$ cat src/rtl/scarv_cop_dispatch_pkg.sv
// rtl/scarv_cop_dispatch_pkg.sv - shared class bits, FSM states and response status codes
package scarv_cop_dispatch_pkg;

    localparam int ICLASS_PACKED_ARITH = 0;
    localparam int ICLASS_MOVE         = 4;
    localparam int ICLASS_BITWISE      = 6;

    typedef enum logic [1:0] {
        ST_IDLE = 2'd0,
        ST_READ = 2'd1,
        ST_EXEC = 2'd2,
        ST_RESP = 2'd3
    } disp_state_t;

    typedef enum logic [2:0] {
        STATUS_OK      = 3'd0,
        STATUS_ILLEGAL = 3'd1,
        STATUS_TIMEOUT = 3'd2
    } cop_status_t;

    // Only the classes the packed ALU can execute are dispatched.
    function automatic logic class_supported(input logic [8:0] cls);
        return cls[ICLASS_PACKED_ARITH] | cls[ICLASS_MOVE] | cls[ICLASS_BITWISE];
    endfunction

endpackage

$ cat src/rtl/scarv_cop_dispatch.sv
// rtl/scarv_cop_dispatch.sv - single-issue dispatch of decoded instructions to the packed ALU
module scarv_cop_dispatch
    import scarv_cop_dispatch_pkg::*;
#(
    parameter int WDOG_CYCLES = 64
) (
    input  logic        g_clk,
    input  logic        g_resetn,
    input  logic        id_valid,
    output logic        id_ready,
    input  logic [8:0]  id_class,
    input  logic [14:0] id_subclass,
    input  logic [2:0]  id_pw,
    input  logic [31:0] id_imm,
    input  logic [3:0]  id_crs1,
    input  logic [3:0]  id_crs2,
    input  logic [3:0]  id_crs3,
    input  logic [3:0]  id_crd,
    input  logic        id_exception,
    input  logic [31:0] id_gpr_rs1,
    output logic [3:0]  cprs_rs1_addr,
    output logic [3:0]  cprs_rs2_addr,
    output logic [3:0]  cprs_rs3_addr,
    input  logic [31:0] cprs_rs1_rdata,
    input  logic [31:0] cprs_rs2_rdata,
    input  logic [31:0] cprs_rs3_rdata,
    output logic        palu_ivalid,
    input  logic        palu_idone,
    output logic [31:0] palu_rs1,
    output logic [31:0] palu_rs2,
    output logic [31:0] palu_rs3,
    output logic [31:0] gpr_rs1,
    output logic [31:0] palu_imm,
    output logic [2:0]  palu_pw,
    output logic [8:0]  palu_class,
    output logic [14:0] palu_subclass,
    input  logic [3:0]  palu_cpr_rd_ben,
    input  logic [31:0] palu_cpr_rd_wdata,
    output logic [3:0]  cprs_rd_ben,
    output logic [3:0]  cprs_rd_addr,
    output logic [31:0] cprs_rd_wdata,
    output logic        cop_rsp_valid,
    input  logic        cop_rsp_ready,
    output logic [2:0]  cop_rsp_status
);

    localparam logic [7:0] WDOG_LAST = 8'(WDOG_CYCLES - 1);

    disp_state_t state, state_nxt;
    cop_status_t status, status_nxt;

    logic [3:0]  crs1_q, crs2_q, crs3_q, crd_q;
    logic [31:0] op1_q, op2_q, op3_q, gpr_q, imm_q;
    logic [2:0]  pw_q;
    logic [8:0]  class_q;
    logic [14:0] subclass_q;
    logic [7:0]  wdog_cnt;
    logic        exec_done;

    // idone on the expiry cycle still wins over the timeout.
    assign exec_done = (state == ST_EXEC) && palu_idone;

    always_comb begin
        state_nxt  = state;
        status_nxt = status;
        case (state)
            ST_IDLE: begin
                if (id_valid) begin
                    if (id_exception || !class_supported(id_class)) begin
                        state_nxt  = ST_RESP;
                        status_nxt = STATUS_ILLEGAL;
                    end else begin
                        state_nxt = ST_READ;
                    end
                end
            end
            ST_READ: state_nxt = ST_EXEC;
            ST_EXEC: begin
                if (palu_idone) begin
                    state_nxt  = ST_RESP;
                    status_nxt = STATUS_OK;
                end else if (wdog_cnt == WDOG_LAST) begin
                    state_nxt  = ST_RESP;
                    status_nxt = STATUS_TIMEOUT;
                end
            end
            ST_RESP: begin
                if (cop_rsp_ready) begin
                    state_nxt = ST_IDLE;
                end
            end
            default: state_nxt = ST_IDLE;
        endcase
    end

    always_ff @(posedge g_clk) begin
        if (!g_resetn) begin
            state <= ST_IDLE;
        end else begin
            state <= state_nxt;
        end
    end

    always_ff @(posedge g_clk) begin
        if (!g_resetn) begin
            status     <= STATUS_OK;
            crs1_q     <= '0;
            crs2_q     <= '0;
            crs3_q     <= '0;
            crd_q      <= '0;
            op1_q      <= '0;
            op2_q      <= '0;
            op3_q      <= '0;
            gpr_q      <= '0;
            imm_q      <= '0;
            pw_q       <= '0;
            class_q    <= '0;
            subclass_q <= '0;
            wdog_cnt   <= '0;
        end else begin
            status <= status_nxt;
            case (state)
                ST_IDLE: begin
                    if (id_valid) begin
                        crs1_q     <= id_crs1;
                        crs2_q     <= id_crs2;
                        crs3_q     <= id_crs3;
                        crd_q      <= id_crd;
                        gpr_q      <= id_gpr_rs1;
                        imm_q      <= id_imm;
                        pw_q       <= id_pw;
                        class_q    <= id_class;
                        subclass_q <= id_subclass;
                    end
                end
                ST_READ: begin
                    op1_q    <= cprs_rs1_rdata;
                    op2_q    <= cprs_rs2_rdata;
                    op3_q    <= cprs_rs3_rdata;
                    wdog_cnt <= '0;
                end
                ST_EXEC: begin
                    if (!palu_idone && wdog_cnt != WDOG_LAST) begin
                        wdog_cnt <= wdog_cnt + 8'd1;
                    end
                end
                default: ;
            endcase
        end
    end

    assign id_ready       = (state == ST_IDLE);
    assign palu_ivalid    = (state == ST_EXEC);
    assign cop_rsp_valid  = (state == ST_RESP);
    assign cop_rsp_status = status;

    assign cprs_rs1_addr  = crs1_q;
    assign cprs_rs2_addr  = crs2_q;
    assign cprs_rs3_addr  = crs3_q;

    assign palu_rs1       = op1_q;
    assign palu_rs2       = op2_q;
    assign palu_rs3       = op3_q;
    assign gpr_rs1        = gpr_q;
    assign palu_imm       = imm_q;
    assign palu_pw        = pw_q;
    assign palu_class     = class_q;
    assign palu_subclass  = subclass_q;

    assign cprs_rd_ben    = exec_done ? palu_cpr_rd_ben   : 4'd0;
    assign cprs_rd_addr   = exec_done ? crd_q             : 4'd0;
    assign cprs_rd_wdata  = exec_done ? palu_cpr_rd_wdata : 32'd0;

endmodule

$ cat config.mk
export PLATFORM = sky130hd
export DESIGN_NAME = scarv_cop_dispatch
export DESIGN_NICKNAME = d
export VERILOG_FILES = /design/src/rtl/scarv_cop_dispatch_pkg.sv /design/src/rtl/scarv_cop_dispatch.sv
export SDC_FILE = /design/constraint.sdc
export NUM_CORES = 1
export LEC_CHECK = 0
export CAP_MARGIN = 20
export CORE_AREA = 2 2 188 190
export CTS_CLUSTER_SIZE = 20
export DETAILED_ROUTE_END_ITERATION = 8
export DIE_AREA = 0 0 190 192
export PLACE_DENSITY_LB_ADDON = 0.3
export SLEW_MARGIN = 25
export SYNTH_ARGS = -nofsm -noshare
export SYNTH_HDL_FRONTEND = slang
export SYNTH_SLANG_ARGS = --single-unit
export TNS_END_PERCENT = 1
$ cat constraint.sdc
create_clock -name g_clk -period 2.6 [get_ports g_clk]
set_clock_uncertainty 0.15 [all_clocks]
set_input_delay 0.26 -clock g_clk [delete_from_list [all_inputs] [get_ports g_clk]]
set_output_delay 0.26 -clock g_clk [all_outputs]
set_load 0.1 [all_outputs]
==> parameters.txt, run 1 <==
Parameter                              Value

Clock tree
  Later-pin clock latency in the skew report ... 0.52 ns
  Clock tree from TritonCTS ... built
  Clock buffer count from CTS ... 24
  Maximum root-to-sink buffer count ... 3
  Root buffer cell ... clkbuf_16
  Hold-fix buffers, CTS ... 0
  Htree depth ... 1
  Number of clock sinks ... 215
  Reg clk slew, reported paths ... 0.06 ns

Worst setup path
  Max FO, Critical Path ... 32
  Endpoint type of the worst setup path ... primary output
  Instance count on the critical path ... 5
  Setup slack of the most critical reg-to-reg path ... 0.47 ns
  Kind of start point of the critical path ... register
  Ordered cell list for the critical path ... inv_1 -> ha_4 -> buf_6 -> and3_1 -> buf_12
  Data required time of the critical path ... 2.19 ns
  Count of buffer and inverter cells on the critical path ... 3
  Cell count of the worst reg-to-reg path ... 5
  Slowest cell on the critical path ... dfxtp_1
  Data arrival time at the worst-slack endpoint ... 2.03 ns
  Cell family with the largest share of critical-path delay ... buffers and inverters
  Class of the most critical setup path ... register to primary output
  Worst stage delay on the critical path ... 0.36 ns

Logic synthesis
  Most used flip-flop cell after synthesis ... dfxtp_1
  Avg Cell Area, Syn ... 8.79 um2
  Sequential cell area fraction in the yosys report ... 53.7%
  Number of synthesized register bits ... 215
  Count of synthesis-stage warnings from yosys ... 0
  Synthesized netlist cell count ... 911
  Number of distinct library cell variants in the gate-level netlist after synthesis ... 42
  Cell area after synthesis ... 0.00801 mm2
  Syn_nets ... 1162
  Number of enable flip-flop cells after synthesis ... 0
  Asr flop ratio synth ... 0%

Global route
  Number of global-route vias before repair ... 7507
  Total routing usage reported by global routing ... 14.7%
  First-pass GRT wire length ... 42400 um
  Maximum number of pins on one net before global-route repair ... 94
  Global-route congestion overflow total ... 0
  Initial antenna violation count ... 1

Place
  Placed instance area ... 0.0133 mm2
  Dpl ws ... 0.356 ns
  PortBufs ... 488
  Detailed Place HPWL ... 21400 um
  Global placement routability congestion ... 0.757

Routing
  Via density ... 4.25
  First-pass iteration count of the detailed router ... 4
  Drt wl/cell ... 15.6 um
  Remaining number of nets flagged by the antenna check after routing ... 0
  Routed wire length ... 28800 um
  Vias ... 7846
  Total DRC errors in the routed layout ... 0
  Starting DRT DRC Count ... 209

Power and ir drop
  Part of the total power dissipated in sequential elements ... 25.5%
  Clock power share ... 20.3%
  Switching pwr ... 8.55 mW
  Cell internal pwr ... 8.35 mW
  Tot Pwr ... 16.9 mW
  Power density of the placed cells ... 1200 mW/mm2
  Worst-case vdd ir drop ... 0.000670 V
  Net switching share of the total power ... 50.6%
  Leakage power figure ... 5.94 nW
  Comb power frac ... 54.3%

Cells and area
  Syn-to-layout area delta ... 76.3%
  Commonest non-fill, non-tap cells in the layout ... 244 x clkdlybuf4s50_1, 223 x nand2_1, 215 x dfxtp_1, 212 x buf_4, 115 x a21oi_1
  Fill cells ... 3419
  Number of nets in the finished design ... 1624
  Most common library cell in the layout ignoring fill and taps ... clkdlybuf4s50_1
  Fraction of layout cells with a size suffix above 1 ... 22.3%
  Cell area after layout ... 0.0141 mm2
  Number of antenna cells inserted ... 0

Timing
  Peak Freq ... 411 MHz
  Final max-slew violation count ... 0
  Transition time at the pin with the least slew margin ... 0.749 ns
  Setup repair after global routing missed its margin ... no
  Time the worst path needs with I/O delays and setup ... 2.44 ns
  Summed negative setup slack over all endpoints ... 0 ns
  # setup viols final ... 0
  Headroom to the max-slew limit ... 49.9%
  Period Utilization, post-route ... 93.7%
  Hold violation total from the final report ... 0
  Fin worst setup slack ... 0.164 ns

Min path
  Hold-critical path depth ... 3
  Worst hold path type ... input port to register

Die
  DIE HEIGHT ... 192 um
  Horiz. Die Dim ... 190 um
  Total core area ... 0.0343 mm2
  Floorplan die area ... 0.0365 mm2
  Starting Density ... 23.4%
  Number of cell rows ... 68
  Number of top-level pins ... 490

Status
  Result of the run ... completed

Job
  Max-cap violations ... 0
[cells in the mapped netlist (2+ instances only)]
| cell | n | share of area [%] |
|---|---|---|
| a311oi_1 | 2 | 0.22 |
| a21oi_1 | 115 | 7.2 |
| nand3_1 | 3 | 0.19 |
| o21ai_0 | 4 | 0.25 |
| nand2_1 | 224 | 10 |
| inv_1 | 7 | 0.33 |
| buf_1 | 9 | 0.42 |
| nor2_1 | 100 | 4.7 |
| nand2b_1 | 2 | 0.16 |
| buf_2 | 20 | 1.2 |
| nor2b_1 | 2 | 0.16 |
| and2_1 | 2 | 0.16 |
| ha_1 | 6 | 0.94 |
| mux2i_1 | 98 | 12 |
| and3_1 | 40 | 3.1 |
| dfxtp_1 | 215 | 54 |
| clkbuf_1 | 37 | 1.7 |
[sequential cells by signal, summed over array words and instances, names as in the netlist]
name and flops:
cop_rsp_status 2, cprs_rs1_addr 4, cprs_rs2_addr 4, cprs_rs3_addr 4, crd_q 4, gpr_rs1 32, palu_class 9, palu_imm 32
palu_pw 3, palu_rs1 32, palu_rs2 32, palu_rs3 32, palu_subclass 15, state 2, wdog_cnt 8
[power by group through the flow]
stage                     Sequential, mW  Combinational, mW  Clock (mW)
after detailed placement            4.37               9.21           0
after floorplan                     8.70               2.53           0
after CTS                           4.31               9.24        3.57
after global placement              4.34               9.18           0
after global routing                4.38               9.56        3.70
final                               4.30               9.17        3.43
[tightest hold or removal path, cell delays in order]
cell and delay [ns]:
clkdlybuf4s50_1 0.39, nand2_1 0.05, a21oi_1 0.05
[what timing repair did]
action	4_1_cts	5_1_grt
resized for setup	2	0
endpoints found under the setup margin	31	0
hold endpoints to repair	0	0
setup buffers	0	0
[metrics by stage]
step                hold WS, ns  std cells  utilization (%)
floorplan                 0.246        911                -
global placement          0.291       1802             38.8
detailed placement        0.296       1802             38.8
CTS                      0.0956       1845             41.2
global route              0.108       1845             41.2
finish                    0.132       1845             41.2
[kinds of logic after synthesis]
family                     synth area share (%)
adders and majority gates                 0.937
muxes                                      12.2
DFF                                        53.7
other                                    0.0468
and+or+nand+nor                            19.8
buffers and inverters                      3.97
AOI/OAI and AO/OA                          9.25
[worst paths after layout]
| kind | from | endpoint |
|---|---|---|
| worst max-delay path | state[0] | cprs_rd_wdata[6] |
| worst min-delay path | id_imm[0] | palu_imm[0] |
| worst max register to register | wdog_cnt[0] | state[1] |
| worst min register to register | gpr_rs1[28] | gpr_rs1[28] |
[metal layers]
metal	vias to the layer above	GRT usage [%]	share of wire [%]
met1	3535	17.2	40
li1	3945	-	-
met5	-	0	0
met2	329	25.6	48
met4	0	3.79	2.5
met3	37	4.84	9.4
[layout make-up]
class	count	area (um2)	area share, %
Inverter	7	31.3	0.222
Clock inverter	4	47.5	0.337
Multi-Input combinational cell	621	3420	24.3
Clock buffer	39	758	5.37
Tap cell	455	569	4.03
Timing Repair Buffer	504	4990	35.3
Sequential cell	215	4300	30.5
(Power assumes the default switching activity.)
==> inputs of run 2 (changes only) <==
--- a/config.mk
+++ b/config.mk
@@ -6,10 +6,10 @@
 export NUM_CORES = 1
 export LEC_CHECK = 0
 export CAP_MARGIN = 20
-export CORE_AREA = 2 2 188 190
+export CORE_AREA = 2 2 193 195
 export CTS_CLUSTER_SIZE = 20
 export DETAILED_ROUTE_END_ITERATION = 8
-export DIE_AREA = 0 0 190 192
+export DIE_AREA = 0 0 195 197
 export PLACE_DENSITY_LB_ADDON = 0.3
 export SLEW_MARGIN = 25
 export SYNTH_ARGS = -nofsm -noshare
==> run 2 against run 1 <==
Non-clock buffer count down 2. Final cell count up 0.81%. Via count up 0.10%. Sequential cell count unchanged. Clock power up 7.9%. Design area up 0.49%. Worst setup slack worse by 0.020 ns. Utilization down 2.0 points. Critical path type unchanged.
==> parameters.txt, run 2 (synthesis results as in run 1) <==
Parameter                              Value

Cells and area
  Fraction of layout cells with a size suffix above 1 ... 22.3% (about the same)
  Commonest non-fill, non-tap cells in the layout ... 244 x clkdlybuf4s50_1, 223 x nand2_1, 215 x dfxtp_1, 209 x buf_4, 115 x a21oi_1
  Fill cells ... 3626 (+6.1%)
  Most common library cell in the layout ignoring fill and taps ... clkdlybuf4s50_1
  Syn-to-layout area delta ... 77.1%
  Number of nets in the finished design ... 1623 (-0.062%)
  Number of standard cells in the final layout excluding fillers ... 1860 (+0.81%)

Worst setup path
  Worst stage delay on the critical path ... 0.36 ns (about the same)
  Setup slack of the most critical reg-to-reg path ... 0.46 ns (about the same)
  RR Endpoint ... state[1]
  Endpoint type of the worst setup path ... primary output
  Class of the most critical setup path ... register to primary output
  Data arrival time at the worst-slack endpoint ... 2.05 ns (+0.02 ns)
  Ordered cell list for the critical path ... inv_1 -> ha_2 -> buf_8 -> and3_1 -> buf_12
  Kind of start point of the critical path ... register
  Launch point of the critical path ... state[0]
  Max FO, Critical Path ... 39 (+22%)
  Timing endpoint of the critical path ... cprs_rd_wdata[2]
  Cell count of the worst reg-to-reg path ... 5 (unchanged)
  Slowest cell on the critical path ... dfxtp_1
  Worst flop-to-flop path startpoint ... wdog_cnt[0]
  Data required time of the critical path ... 2.19 ns (about the same)

Die
  Floorplan die area ... 0.0384 mm2 (+5.3%)
  DIE HEIGHT ... 197 um (+2.6%)
  Starting Density ... 22.1% (-1.3 points)
  Number of top-level pins ... 490 (unchanged)
  Total core area ... 0.0363 mm2 (+5.8%)
  Number of cell rows ... 70 (+2.9%)
  Horiz. Die Dim ... 195 um (+2.6%)

Clock tree
  Htree depth ... 1 (unchanged)
  Reg clk slew, reported paths ... 0.06 ns (about the same)
  Later-pin clock latency in the skew report ... 0.53 ns (about the same)
  Root buffer cell ... clkbuf_16
  Maximum root-to-sink buffer count ... 3 (unchanged)
  Post-CTS setup-driven buffer insertion count ... 0 (unchanged)
  Number of clock sinks ... 215 (unchanged)
  Clock tree from TritonCTS ... built
  Clock buffer count from CTS ... 25 (+4.2%)
  Hold-fix buffers, CTS ... 0 (unchanged)

Power and ir drop
  Power density of the placed cells ... 1210 mW/mm2 (+1.0%)
  Leakage power figure ... 5.97 nW (+0.42%)
  Tot Pwr ... 17.1 mW (+1.5%)
  Switching pwr ... 8.62 mW (+0.82%)
  Worst-case vdd ir drop ... 0.000730 V (+8.9%)
  Net switching share of the total power ... 50.3% (-0.34 points)
  Comb power frac ... 53.4% (-0.9 points)
  Part of the total power dissipated in sequential elements ... 25.0% (-0.5 points)
  Cell internal pwr ... 8.53 mW (+2.2%)
  Clock power share ... 21.6% (+1.3 points)

Timing
  Transition time at the pin with the least slew margin ... 0.759 ns (+0.00945 ns)
  Hold violation total from the final report ... 0 (unchanged)
  Peak Freq ... 407 MHz (-0.81%)
  Final max-slew violation count ... 0 (unchanged)
  Setup repair after global routing missed its margin ... no
  # setup viols final ... 0 (unchanged)
  Period Utilization, post-route ... 94.5% (+0.77 points)
  Time the worst path needs with I/O delays and setup ... 2.46 ns (+0.0200 ns)
  Final hold slack ... 0.117 ns (-0.0151 ns)
  Summed negative setup slack over all endpoints ... 0 ns (unchanged)
  Headroom to the max-slew limit ... 49.3% (-0.63 points)
  Fin worst setup slack ... 0.144 ns (-0.0200 ns)

Place
  Global placement routability congestion ... 0.774 (+2.2%)
  Dpl ws ... 0.424 ns (+0.0677 ns)
  Total instance count after detailed placement ... 1813 (+0.61%)
  PortBufs ... 488 (unchanged)
  Detailed Place HPWL ... 21800 um (+1.9%)

Routing
  Remaining number of nets flagged by the antenna check after routing ... 0 (unchanged)
  Drt wl/cell ... 15.9 um (+2.1%)
  First-pass iteration count of the detailed router ... 4 (unchanged)
  Total DRC errors in the routed layout ... 0 (unchanged)
  Vias ... 7854 (+0.10%)
  Starting DRT DRC Count ... 234 (+12%)
  Routed wire length ... 29600 um (+2.9%)
  Via density ... 4.22 (-0.71%)

Global route
  First-pass GRT wire length ... 44800 um (+5.5%)
  Number of global-route vias before repair ... 7822 (+4.2%)
  Initial antenna violation count ... 1 (unchanged)
  Maximum number of pins on one net before global-route repair ... 84 (-11%)
  Global-route congestion overflow total ... 0 (unchanged)
  Total routing usage reported by global routing ... 14.6% (-0.033 points)

Status
  Result of the run ... completed

Min path
  Worst hold path type ... input port to register

Job
  Max-cap violations ... 0 (unchanged)
run 2: metrics by stage:
step / area [um2] / utilization (%)
floorplan: 8010 / -
global placement: 13300 / 36.7
detailed placement: 13300 / 36.7
CTS: 14200 / 39.1
global route: 14200 / 39.1
finish: 14200 / 39.1
run 2: timing repair:
item,in CTS,in global routing
resized for setup,1,1
endpoints found under the hold margin,0,0
endpoints found under the setup margin,14,32
run 2: layer usage:
layer  part of all wire [%]  global-route usage (%)
met1                     40                    17.0
met2                     49                    25.8
met3                    8.7                    5.01
met4                    2.2                    3.68
met5                      0                       0
run 2: area by class of cell:
type	count	area, um2	area share, %
inverter	7	31.3	0.220
multi-input combinational	621	3410	24.1
clock buffer	36	707	4.98
tap	468	586	4.13
sequential	215	4300	30.3
clock inverter	10	158	1.11
timing repair buffer	502	4990	35.1
antenna	1	2.50	0.0176
run 2: worst min path at each step:
stage,start,endpoint,slack (ns),cells past startpoint
after floorplan,id_crd[0],crd_q[0],0.25,2
after global placement,palu_class[3],palu_class[3],0.29,2
after detailed placement,crd_q[3],crd_q[3],0.30,2
after CTS,id_imm[25],palu_imm[25],0.08,3
after global routing,id_imm[3],palu_imm[3],0.1,3
final,id_imm[22],palu_imm[22],0.12,3
run 2: worst max-delay path: cells and delay by family, from the launching register on:
| kind | cells | cell delay [ns] |
|---|---|---|
| and+or+nand+nor | 1 | 0.25 |
| buffers and inverters | 3 | 0.56 |
| DFF | 1 | 0.36 |
| adders and majority gates | 1 | 0.32 |
run 2: power by group through the flow:
stage | Combinational, mW | Sequential [mW] | Clock (mW)
2_1_floorplan | 2.53 | 8.70 | 0
3_3_place_gp | 9.19 | 4.34 | 0
3_5_place_dp | 9.21 | 4.36 | 0
4_1_cts | 9.23 | 4.30 | 3.85
5_1_grt | 9.55 | 4.38 | 3.96
6_report | 9.15 | 4.29 | 3.70
